**src/rtl/tester_frame_gen.sv**
```systemverilog
// Per-port transmit generator: snapshots the port config on start and streams
// back-to-back IPv4 test frames (TOS 0xDE, proto 0xFD) on a 64-bit AXI-Stream.

package tester_frame_gen_pkg;
    typedef struct packed {
        logic        enable;
        logic [15:0] frame_size;
        logic [47:0] dst_mac;
        logic [47:0] src_mac;
        logic [31:0] src_ip;
        logic [31:0] dst_ip;
    } port_config_t;
endpackage

// Ones'-complement IPv4 header checksum over ten 16-bit words (checksum field zero).
module ip_header_checksum (
    input  logic [159:0] hdr_i,
    output logic [15:0]  csum_o
);
    logic [19:0] sum;
    logic [16:0] fold1;
    logic [15:0] fold2;

    always_comb begin
        sum = '0;
        for (int i = 0; i < 10; i++) begin
            sum = sum + 20'(hdr_i[16*i +: 16]);
        end
        fold1  = 17'(sum[15:0]) + 17'(sum[19:16]);
        fold2  = fold1[15:0] + 16'(fold1[16]);
        csum_o = ~fold2;
    end
endmodule

module tester_frame_gen
    import tester_frame_gen_pkg::*;
#(
    parameter int unsigned MIN_FRAME = 60,
    parameter int unsigned IP_TTL    = 64
) (
    input  logic         clk,
    input  logic         rst_n,
    input  port_config_t cfg,
    input  logic         start,
    input  logic         stop,
    output logic         busy,
    output logic         done,
    output logic [63:0]  m_tdata,
    output logic [7:0]   m_tkeep,
    output logic         m_tlast,
    output logic         m_tuser,
    output logic         m_tvalid,
    input  logic         m_tready,
    output logic [31:0]  tx_frames,
    output logic [31:0]  tx_bytes
);
    localparam int unsigned LEN_W  = 16;
    localparam int unsigned BEAT_W = LEN_W - 3;
    localparam int unsigned HDR_B  = 38;

    typedef enum logic [1:0] {IDLE, LOAD, SEND} state_e;

    state_e             state_q;
    logic [47:0]        dst_mac_q, src_mac_q;
    logic [31:0]        src_ip_q, dst_ip_q;
    logic [LEN_W-1:0]   len_q;
    logic [BEAT_W-1:0]  last_beat_q, beat_q;
    logic [7:0]         keep_last_q;
    logic [31:0]        seq_q, frames_q, bytes_q;
    logic               stop_req_q, busy_q, done_q;
    logic               m_tvalid_q, m_tlast_q;
    logic [63:0]        m_tdata_q;
    logic [7:0]         m_tkeep_q;

    logic [LEN_W-1:0]   len_c, tot_len_c;
    logic [159:0]       ip_hdr_c;
    logic [15:0]        csum_c;
    logic [8*HDR_B-1:0] frame_hdr_c;
    logic [7:0]         hdr_bytes_c [HDR_B];
    logic [BEAT_W-1:0]  nxt_beat_c;
    logic               nxt_last_c;
    logic [7:0]         nxt_keep_c;
    logic [63:0]        beat_data_c;

    // Effective length and the keep mask of the final beat, derived at start
    assign len_c     = (cfg.frame_size < LEN_W'(MIN_FRAME)) ? LEN_W'(MIN_FRAME) : cfg.frame_size;
    assign tot_len_c = len_q - LEN_W'(14);

    assign ip_hdr_c = {8'h45, 8'hDE, tot_len_c, seq_q[15:0], 16'h4000, 8'(IP_TTL), 8'hFD,
                       16'h0000, src_ip_q, dst_ip_q};

    ip_header_checksum u_csum (
        .hdr_i  (ip_hdr_c),
        .csum_o (csum_c)
    );

    assign frame_hdr_c = {dst_mac_q, src_mac_q, 16'h0800,
                          8'h45, 8'hDE, tot_len_c, seq_q[15:0], 16'h4000, 8'(IP_TTL), 8'hFD,
                          csum_c, src_ip_q, dst_ip_q, seq_q};

    // Beat to load next: beat 0 carries no seq-dependent bytes, so it may be
    // built before seq_q advances at a frame boundary.
    assign nxt_beat_c = (state_q == SEND && !m_tlast_q) ? beat_q + BEAT_W'(1) : '0;
    assign nxt_last_c = (nxt_beat_c == last_beat_q);
    assign nxt_keep_c = nxt_last_c ? keep_last_q : 8'hFF;

    always_comb begin
        for (int j = 0; j < HDR_B; j++) begin
            hdr_bytes_c[j] = frame_hdr_c[8*(HDR_B-1-j) +: 8];
        end
    end

    always_comb begin
        logic [LEN_W-1:0] k;
        beat_data_c = '0;
        for (int i = 0; i < 8; i++) begin
            k = {nxt_beat_c, 3'(i)};
            if (k < LEN_W'(HDR_B)) beat_data_c[8*i +: 8] = hdr_bytes_c[k[5:0]];
            else                   beat_data_c[8*i +: 8] = k[7:0];
        end
    end

    always_ff @(posedge clk or negedge rst_n) begin
        if (!rst_n) begin
            state_q     <= IDLE;
            dst_mac_q   <= '0;
            src_mac_q   <= '0;
            src_ip_q    <= '0;
            dst_ip_q    <= '0;
            len_q       <= '0;
            last_beat_q <= '0;
            keep_last_q <= '0;
            beat_q      <= '0;
            seq_q       <= '0;
            frames_q    <= '0;
            bytes_q     <= '0;
            stop_req_q  <= 1'b0;
            busy_q      <= 1'b0;
            done_q      <= 1'b0;
            m_tvalid_q  <= 1'b0;
            m_tlast_q   <= 1'b0;
            m_tdata_q   <= '0;
            m_tkeep_q   <= '0;
        end else begin
            done_q <= 1'b0;
            case (state_q)
                IDLE: begin
                    if (start && cfg.enable) begin
                        dst_mac_q   <= cfg.dst_mac;
                        src_mac_q   <= cfg.src_mac;
                        src_ip_q    <= cfg.src_ip;
                        dst_ip_q    <= cfg.dst_ip;
                        len_q       <= len_c;
                        last_beat_q <= BEAT_W'((len_c - LEN_W'(1)) >> 3);
                        keep_last_q <= (len_c[2:0] == 3'd0) ? 8'hFF
                                                            : 8'(8'hFF >> (4'd8 - 4'(len_c[2:0])));
                        frames_q    <= '0;
                        bytes_q     <= '0;
                        seq_q       <= '0;
                        stop_req_q  <= stop;
                        busy_q      <= 1'b1;
                        state_q     <= LOAD;
                    end
                end
                LOAD: begin
                    if (stop) stop_req_q <= 1'b1;
                    m_tvalid_q <= 1'b1;
                    m_tdata_q  <= beat_data_c;
                    m_tkeep_q  <= nxt_keep_c;
                    m_tlast_q  <= nxt_last_c;
                    beat_q     <= nxt_beat_c;
                    state_q    <= SEND;
                end
                SEND: begin
                    if (stop) stop_req_q <= 1'b1;
                    if (m_tvalid_q && m_tready) begin
                        if (m_tlast_q) begin
                            frames_q <= frames_q + 32'd1;
                            bytes_q  <= bytes_q + 32'(len_q);
                            seq_q    <= seq_q + 32'd1;
                        end
                        if (m_tlast_q && (stop_req_q || stop)) begin
                            state_q    <= IDLE;
                            busy_q     <= 1'b0;
                            done_q     <= 1'b1;
                            stop_req_q <= 1'b0;
                            m_tvalid_q <= 1'b0;
                            m_tlast_q  <= 1'b0;
                            m_tkeep_q  <= '0;
                            m_tdata_q  <= '0;
                            beat_q     <= '0;
                        end else begin
                            beat_q    <= nxt_beat_c;
                            m_tdata_q <= beat_data_c;
                            m_tkeep_q <= nxt_keep_c;
                            m_tlast_q <= nxt_last_c;
                        end
                    end
                end
                default: state_q <= IDLE;
            endcase
        end
    end

    assign busy      = busy_q;
    assign done      = done_q;
    assign m_tdata   = m_tdata_q;
    assign m_tkeep   = m_tkeep_q;
    assign m_tlast   = m_tlast_q;
    assign m_tuser   = 1'b0;
    assign m_tvalid  = m_tvalid_q;
    assign tx_frames = frames_q;
    assign tx_bytes  = bytes_q;
endmodule

```
**config.mk**
```make
export PLATFORM = sky130hd
export DESIGN_NAME = tester_frame_gen
export DESIGN_NICKNAME = d
export VERILOG_FILES = /design/src/rtl/tester_frame_gen.sv
export SDC_FILE = /design/constraint.sdc
export NUM_CORES = 1
export LEC_CHECK = 0
export ABC_AREA = 1
export CAP_MARGIN = 20
export CORE_ASPECT_RATIO = 0.5
export CORE_MARGIN = 2
export CORE_UTILIZATION = 50
export CTS_BUF_LIST = sky130_fd_sc_hd__clkbuf_2
export DETAILED_ROUTE_END_ITERATION = 10
export GPL_TIMING_DRIVEN = 0
export PLACE_DENSITY = 0.77
export SETUP_SLACK_MARGIN = 0.5
export SKIP_LAST_GASP = 1
export SYNTH_ARGS = -nofsm -noshare
export SYNTH_HDL_FRONTEND = slang
export SYNTH_HIERARCHICAL = 1
export SYNTH_SLANG_ARGS = --single-unit
```
**constraint.sdc**
```tcl
create_clock -name clk -period 11.6 [get_ports clk]
set_input_delay 2.32 -clock clk [delete_from_list [all_inputs] [get_ports clk]]
set_output_delay 2.32 -clock clk [all_outputs]
set_load 0.01 [all_outputs]
```
# Word level (Yosys, flattened, before mapping)
# Index checks and enable logic that the tools add are counted.
[word_totals] inputBits=182 elab_cells=163 out_inout_bits=141 ff_bits=385
[op_classes] addsub=17 n_shift=1 reduce_logical=18 magnitude_cmp=17 eq_ne=7 mux=75 bitwise=9
[ops] operator="8-bit binary-select mux with 6-bit select" count=8
[ops] operator="32-bit 2-to-1 mux" count=7
[ops] operator="8-bit 2-to-1 mux" count=28
[ops] operator="32-bit one-hot mux with 2 select lines" count=3
[ops] operator="16-bit by 6-bit less-than comparator with 1-bit output, second input constant" count=9
[ops] operator="64-bit 2-to-1 mux" count=2
[ops] operator="64-bit one-hot mux with 2 select lines" count=1
[ops] operator="20-bit by 16-bit adder with 20-bit output" count=4
[ops] operator="32-bit by 1-bit adder with 32-bit output, second input constant" count=2
[ops] operator="20-bit by 15-bit adder with 20-bit output, second input constant" count=3
[ops] operator="7-bit >= comparator, second input constant" count=8
[ops] operator="6-bit inverter with 7-bit output" count=8
[ops] operator="13-bit 2-to-1 mux" count=3
[ops] operator="32-bit by 16-bit adder with 32-bit output" count=1
[ops] operator="13-bit one-hot mux with 2 select lines" count=1
[ops] operator="16-bit by 16-bit adder with 17-bit output" count=1
[ops] operator="16-bit by 4-bit adder with 17-bit output" count=1
[ops] operator="16-bit by 1-bit adder with 16-bit output" count=1
[ops] operator="16-bit 2-to-1 mux" count=1
[ops] operator="16-bit inverter" count=1
[ops] operator="8-bit one-hot mux with 2 select lines" count=1
[ops] operator="16-bit by 1-bit subtractor with 16-bit output, second input constant" count=1
[ops] operator="16-bit by 4-bit subtractor with 16-bit output, second input constant" count=1
[ops] operator="13-bit by 1-bit adder with 13-bit output, second input constant" count=1
[ops] operator="22 further kinds" count=47

# Longest topological paths before layout
[logic_depth] ltp_word=18 mapped_depth=55 ltp_nobuf=55

# Hierarchy
# Netlist, hierarchy kept.
[modules_own_cells] module="tester_frame_gen" cells_per_inst=2798 n_inst=1 seq_area_each_um2=9634.2 area_each_um2=20551.0
[modules_own_cells] module="ip_header_checksum" cells_per_inst=647 n_inst=1 seq_area_each_um2=0.0 area_each_um2=5078.6

# Worst setup path before layout
# Ideal clock, no wire load.
[synth_path] path_kind="reg2reg" startpoint="register len_q[1]" endpoint="register m_tdata_q[4] (netlist: m_tdata[4])" setup_time_ns=0.066 arrival_time_ns=8.155 stages_incl_launch_ff=51 t_required_ns=11.534 slack_ns=3.380 period_less_slack_ns=8.220 path_buffers=0 cell_sequence="dfrtp_1 ha_1 nand2_1 nand2_1 nor2_1 nand3_1 nand2_1 nand2_1 fa_1 fa_1 fa_1 fa_1 inv_1 fa_1 inv_1 ha_1 nand2_1 nor3_1 [15 not listed] ha_1 ha_1 nand2_1 nor2_1 nand3_1 nor2_1 nand2_1 nor2_2 nand3_1 nor2_2 nand2_1 nand2_1 o21ai_0 o21bai_1 nand2_1 o21ai_0 nand2_1 nand2_1"
[synth_between] elab_chain_len=13
[synth_lines] item="start: declaration" line="66" text="logic [LEN_W-1:0] len_q;"
[synth_lines] item="start signal: assignment" line="153" text="len_q <= len_c;"
[synth_lines] item="16-bit by 4-bit subtractor with 16-bit output (*)" line="87" text="assign tot_len_c = len_q - LEN_W'(14);"
[synth_lines] item="via tot_len_c[11]" line="75" text="logic [LEN_W-1:0] len_c, tot_len_c;"
[synth_lines] item="20-bit by 16-bit adder with 20-bit output (*)" line="27" text="sum = sum + 20'(hdr_i[16*i +: 16]);"
[synth_lines] item="20-bit by 15-bit adder with 20-bit output (*)" line="27"
[synth_lines] item="16-bit by 4-bit adder with 17-bit output (*)" line="29" text="fold1 = 17'(sum[15:0]) + 17'(sum[19:16]);"
[synth_lines] item="16-bit by 1-bit adder with 16-bit output (*)" line="30" text="fold2 = fold1[15:0] + 16'(fold1[16]);"
[synth_lines] item="16-bit inverter (*)" line="31" text="csum_o = ~fold2;"
[synth_lines] item="via csum_c[12]" line="77" text="logic [15:0] csum_c;"
[synth_lines] item="8-bit binary-select mux with 6-bit select (*)" line="118" text="if (k < LEN_W'(HDR_B)) beat_data_c[8*i +: 8] = hdr_bytes_c[k[5:0]];"
[synth_lines] item="8-bit 2-to-1 mux (not written as such) (*) (2 in a row)" line="118"
[synth_lines] item="8-bit 2-to-1 mux (*)" line="118"
[synth_lines] item="64-bit 2-to-1 mux" line="182" text="if (m_tlast_q && (stop_req_q || stop)) begin"
[synth_lines] item="64-bit 2-to-1 mux" line="176" text="if (m_tvalid_q && m_tready) begin"
[synth_lines] item="64-bit one-hot mux with 2 select lines (*)" line="146" text="case (state_q)"
[synth_lines] item="end signal: assignment" line="168" text="m_tdata_q <= beat_data_c;"
[synth_lines] item="end signal: assignment" line="194" text="m_tdata_q <= beat_data_c;"
[synth_lines] item="end: declaration" line="72" text="logic [63:0] m_tdata_q;"
# Mark *: on every way through the listed nets, which the timed path passes. The rest lies on a longest branch. The select of a mux whose other input is x is not followed.
# A chain may end at the register's enable or synchronous reset.

# Final worst setup path
# Ends and elaborated chain as after synthesis.

==> results.cfg <==
[status]
status = completed

[timing]
period_share_pct = 89.2
hold_viol = 0
slew_viol_final = 0
period_needed_ns = 10.35
tightest_slew_ns = 1.24
clock.fmax_ghz = 0.0966
skew_ns = 0.0995
rsz0062_at_grt = no
finalSetupViolations = 0
slew-limit-headroom_pct = 17.3

[routing]
final_antenna_net_count = 0
met3WireLength_um = 11000
routed_via_density = 5.52
drc = 0
drtIter0Drc = 3170
routed-via-count = 25800
drt_wl_total_um = 100000
wl_met1_um = 40200
drt_first_pass_iters = 7
routed-wl-met2_um = 44700
detail_route.wl_per_cell_um = 21.4
top_layer = met5

[synthesis]
ys_ff_latch = 385
synth_area_leaders = dfrtp_1 38%, nand2_1 19%, fa_1 9.9%
synth.avg_cell_area_um2 = 7.44
synth_area_mm2 = 0.0256
yosysTopAreaCellShare_pct = 37.6
yosys_warnings = 6
synthTopCellsByCount = 1266 x nand2_1, 393 x inv_1, 385 x dfrtp_1
async_flop_share_pct = 100
synth_edf_count = 0
ys.flop_type = dfrtp_1
syn_inst = 3445
yosysSeqAreaShare_pct = 37.6
yosysTopAreaCell = dfrtp_1
yosysMostFrequentCell = nand2_1
synth_cell_type_count = 61

[global_route]
antenna_found_initial = 4
grt_overflow = 0
grt_max_degree = 118
grt_pass1_wl_um = 148000
grt_pass1_vias = 25300
grtUsageTotal_pct = 37.9

[clock_tree]
htree_levels = 3
clk_latency_ns = 1.14
clkSlewWorstSetupHoldPaths_ns = 0.12
cts-buffers-inserted = 90
tritoncts = built
cts_root_buf = clkbuf_2
post_cts_buffers = 0
clockBufferDepth = 3
clock_sinks = 385

[run]
drv_cap = 0

[hold_path]
min_path_type = register to register

[floorplanning]
initial_core_util_pct = 50.8
ios = 323
die_area_mm2 = 0.0532
die_h_um = 164
fp-row-count = 58
die_w_um = 324
core_mm2 = 0.0504

[critical_path]
critical_path_peak_fanout = 6
critical_path_class = register to register
cp_common_cell = nand2_1
start_kind = register
worst_path_max_delay_cell = fa_1
worstPathRequired_ns = 12.67
crit_path_end_kind = register
slowest_delay_ns = 0.57
critical_path_arrival_ns = 11.42

[final_layout]
drive_gt1_share_pct = 6.26
final_cells = 4684
syn_to_final_growth_pct = 20.6
nNetsFinal = 4296

[placed_design]
dp_hpwl_um = 80000
place_inst = 4523
port_buffers = 321
gp_congestion = 1.01
## layout by cell type, fill, tap and decap left out, types with 62 or more instances in the layout
cell             instances
clkdlybuf4s50_1        320
o21ai_0                210
clkbuf_2               127
dfrtp_1                385
nor2_1                 211
clkbuf_1                81
a21oi_1                131
ha_1                    62
conb_1                  65
nand3_1                179
fa_1                   127
nand2_1               1266
inv_1                  392
## per-stage QoR
stage	hold WS (ns)	util (%)	TNS, ns	setup WS [ns]	cell area (µm²)
after floorplan	0.437	-	0	3.38	25900
final	0.486	61.3	0	1.25	30900
after global placement	0.453	59.4	-3442.88	-9.04	29900
after global routing	0.502	61.3	0	0.527	30900
after CTS	0.485	61.2	0	1.20	30900
after detailed placement	0.457	59.6	0	1.27	30000
## metal layers
layer	vias up	track usage, %
met1	12400	49.9
met5	-	0.926
li1	11900	-
met3	265	11.1
met4	4	15.9
met2	1273	58.6
## path summary, 6_finish.rpt
path,start,endpoint,cells after the start,slack [ns]
worst max-delay path,len_q[1]$_DFFE_PN0P_,m_tdata[4]$_DFFE_PN0P_,48,1.25
worst min-delay path,dst_mac_q[10]$_DFFE_PN0P_,dst_mac_q[10]$_DFFE_PN0P_,2,0.49
worst max register to register,len_q[1]$_DFFE_PN0P_,m_tdata[4]$_DFFE_PN0P_,48,1.25
worst min register to register,dst_mac_q[10]$_DFFE_PN0P_,dst_mac_q[10]$_DFFE_PN0P_,2,0.49
max in group asynchronous,rst_n,src_ip_q[0]$_DFFE_PN0P_,4,8.46
min in group asynchronous,rst_n,tx_frames[9]$_DFFE_PN0P_,1,1.18
## state kept, by name, indices dropped and copies added, names as in the netlist
signal and cells:
tx_frames 32, dst_mac_q 48, m_tkeep 8, seq_q 32
tx_bytes 32, m_tvalid 1, state_q 2, last_beat_q 13
src_mac_q 48, src_ip_q 32, m_tdata 64, stop_req_q 1
len_q 16, m_tlast 1, beat_q 13, keep_last_q 8
done 1, busy 1, dst_ip_q 32
## what timing repair did
action | 4_1_cts | 5_1_grt
resized for setup | 0 | 8
endpoints found under the setup margin | 0 | 3
hold buffers | 0 | 0
## layout make-up
| class | instances | area [µm²] |
|---|---|---|
| fill | 4731 | 19500 |
| multi-input combinational | 2601 | 14200 |
| sequential | 385 | 9630 |
| timing repair buffer | 325 | 3310 |
| inverter | 403 | 1520 |
| tap | 690 | 863 |
| clock buffer | 127 | 636 |
| buffer | 119 | 505 |
| clock inverter | 33 | 194 |
| antenna | 1 | 2.50 |
## critical path, delay by kind of cell, from the launching register on
family,cells,cell delay (ns)
xor+xnor,2,0.60
buf+inv,5,0.67
fa+ha+maj,10,3.90
compound gates,5,1.28
flops,1,0.49
simple gates,26,3.35
## kinds of logic after synthesis
logic type               Yosys count  share of synthesized area (%)
AO/OA/AOI/OAI                    449                           9.90
other                              2                         0.0293
adder cells (fa/ha/maj)          189                           12.9
flip-flops                       385                           37.6
buffers and inverters            522                           7.88
AND/OR/NAND/NOR                 1851                           30.0
XOR/XNOR                          47                           1.61
Power is not shown: default switching activity piles up to over one toggle a cycle in this logic, so the estimate is an artifact.
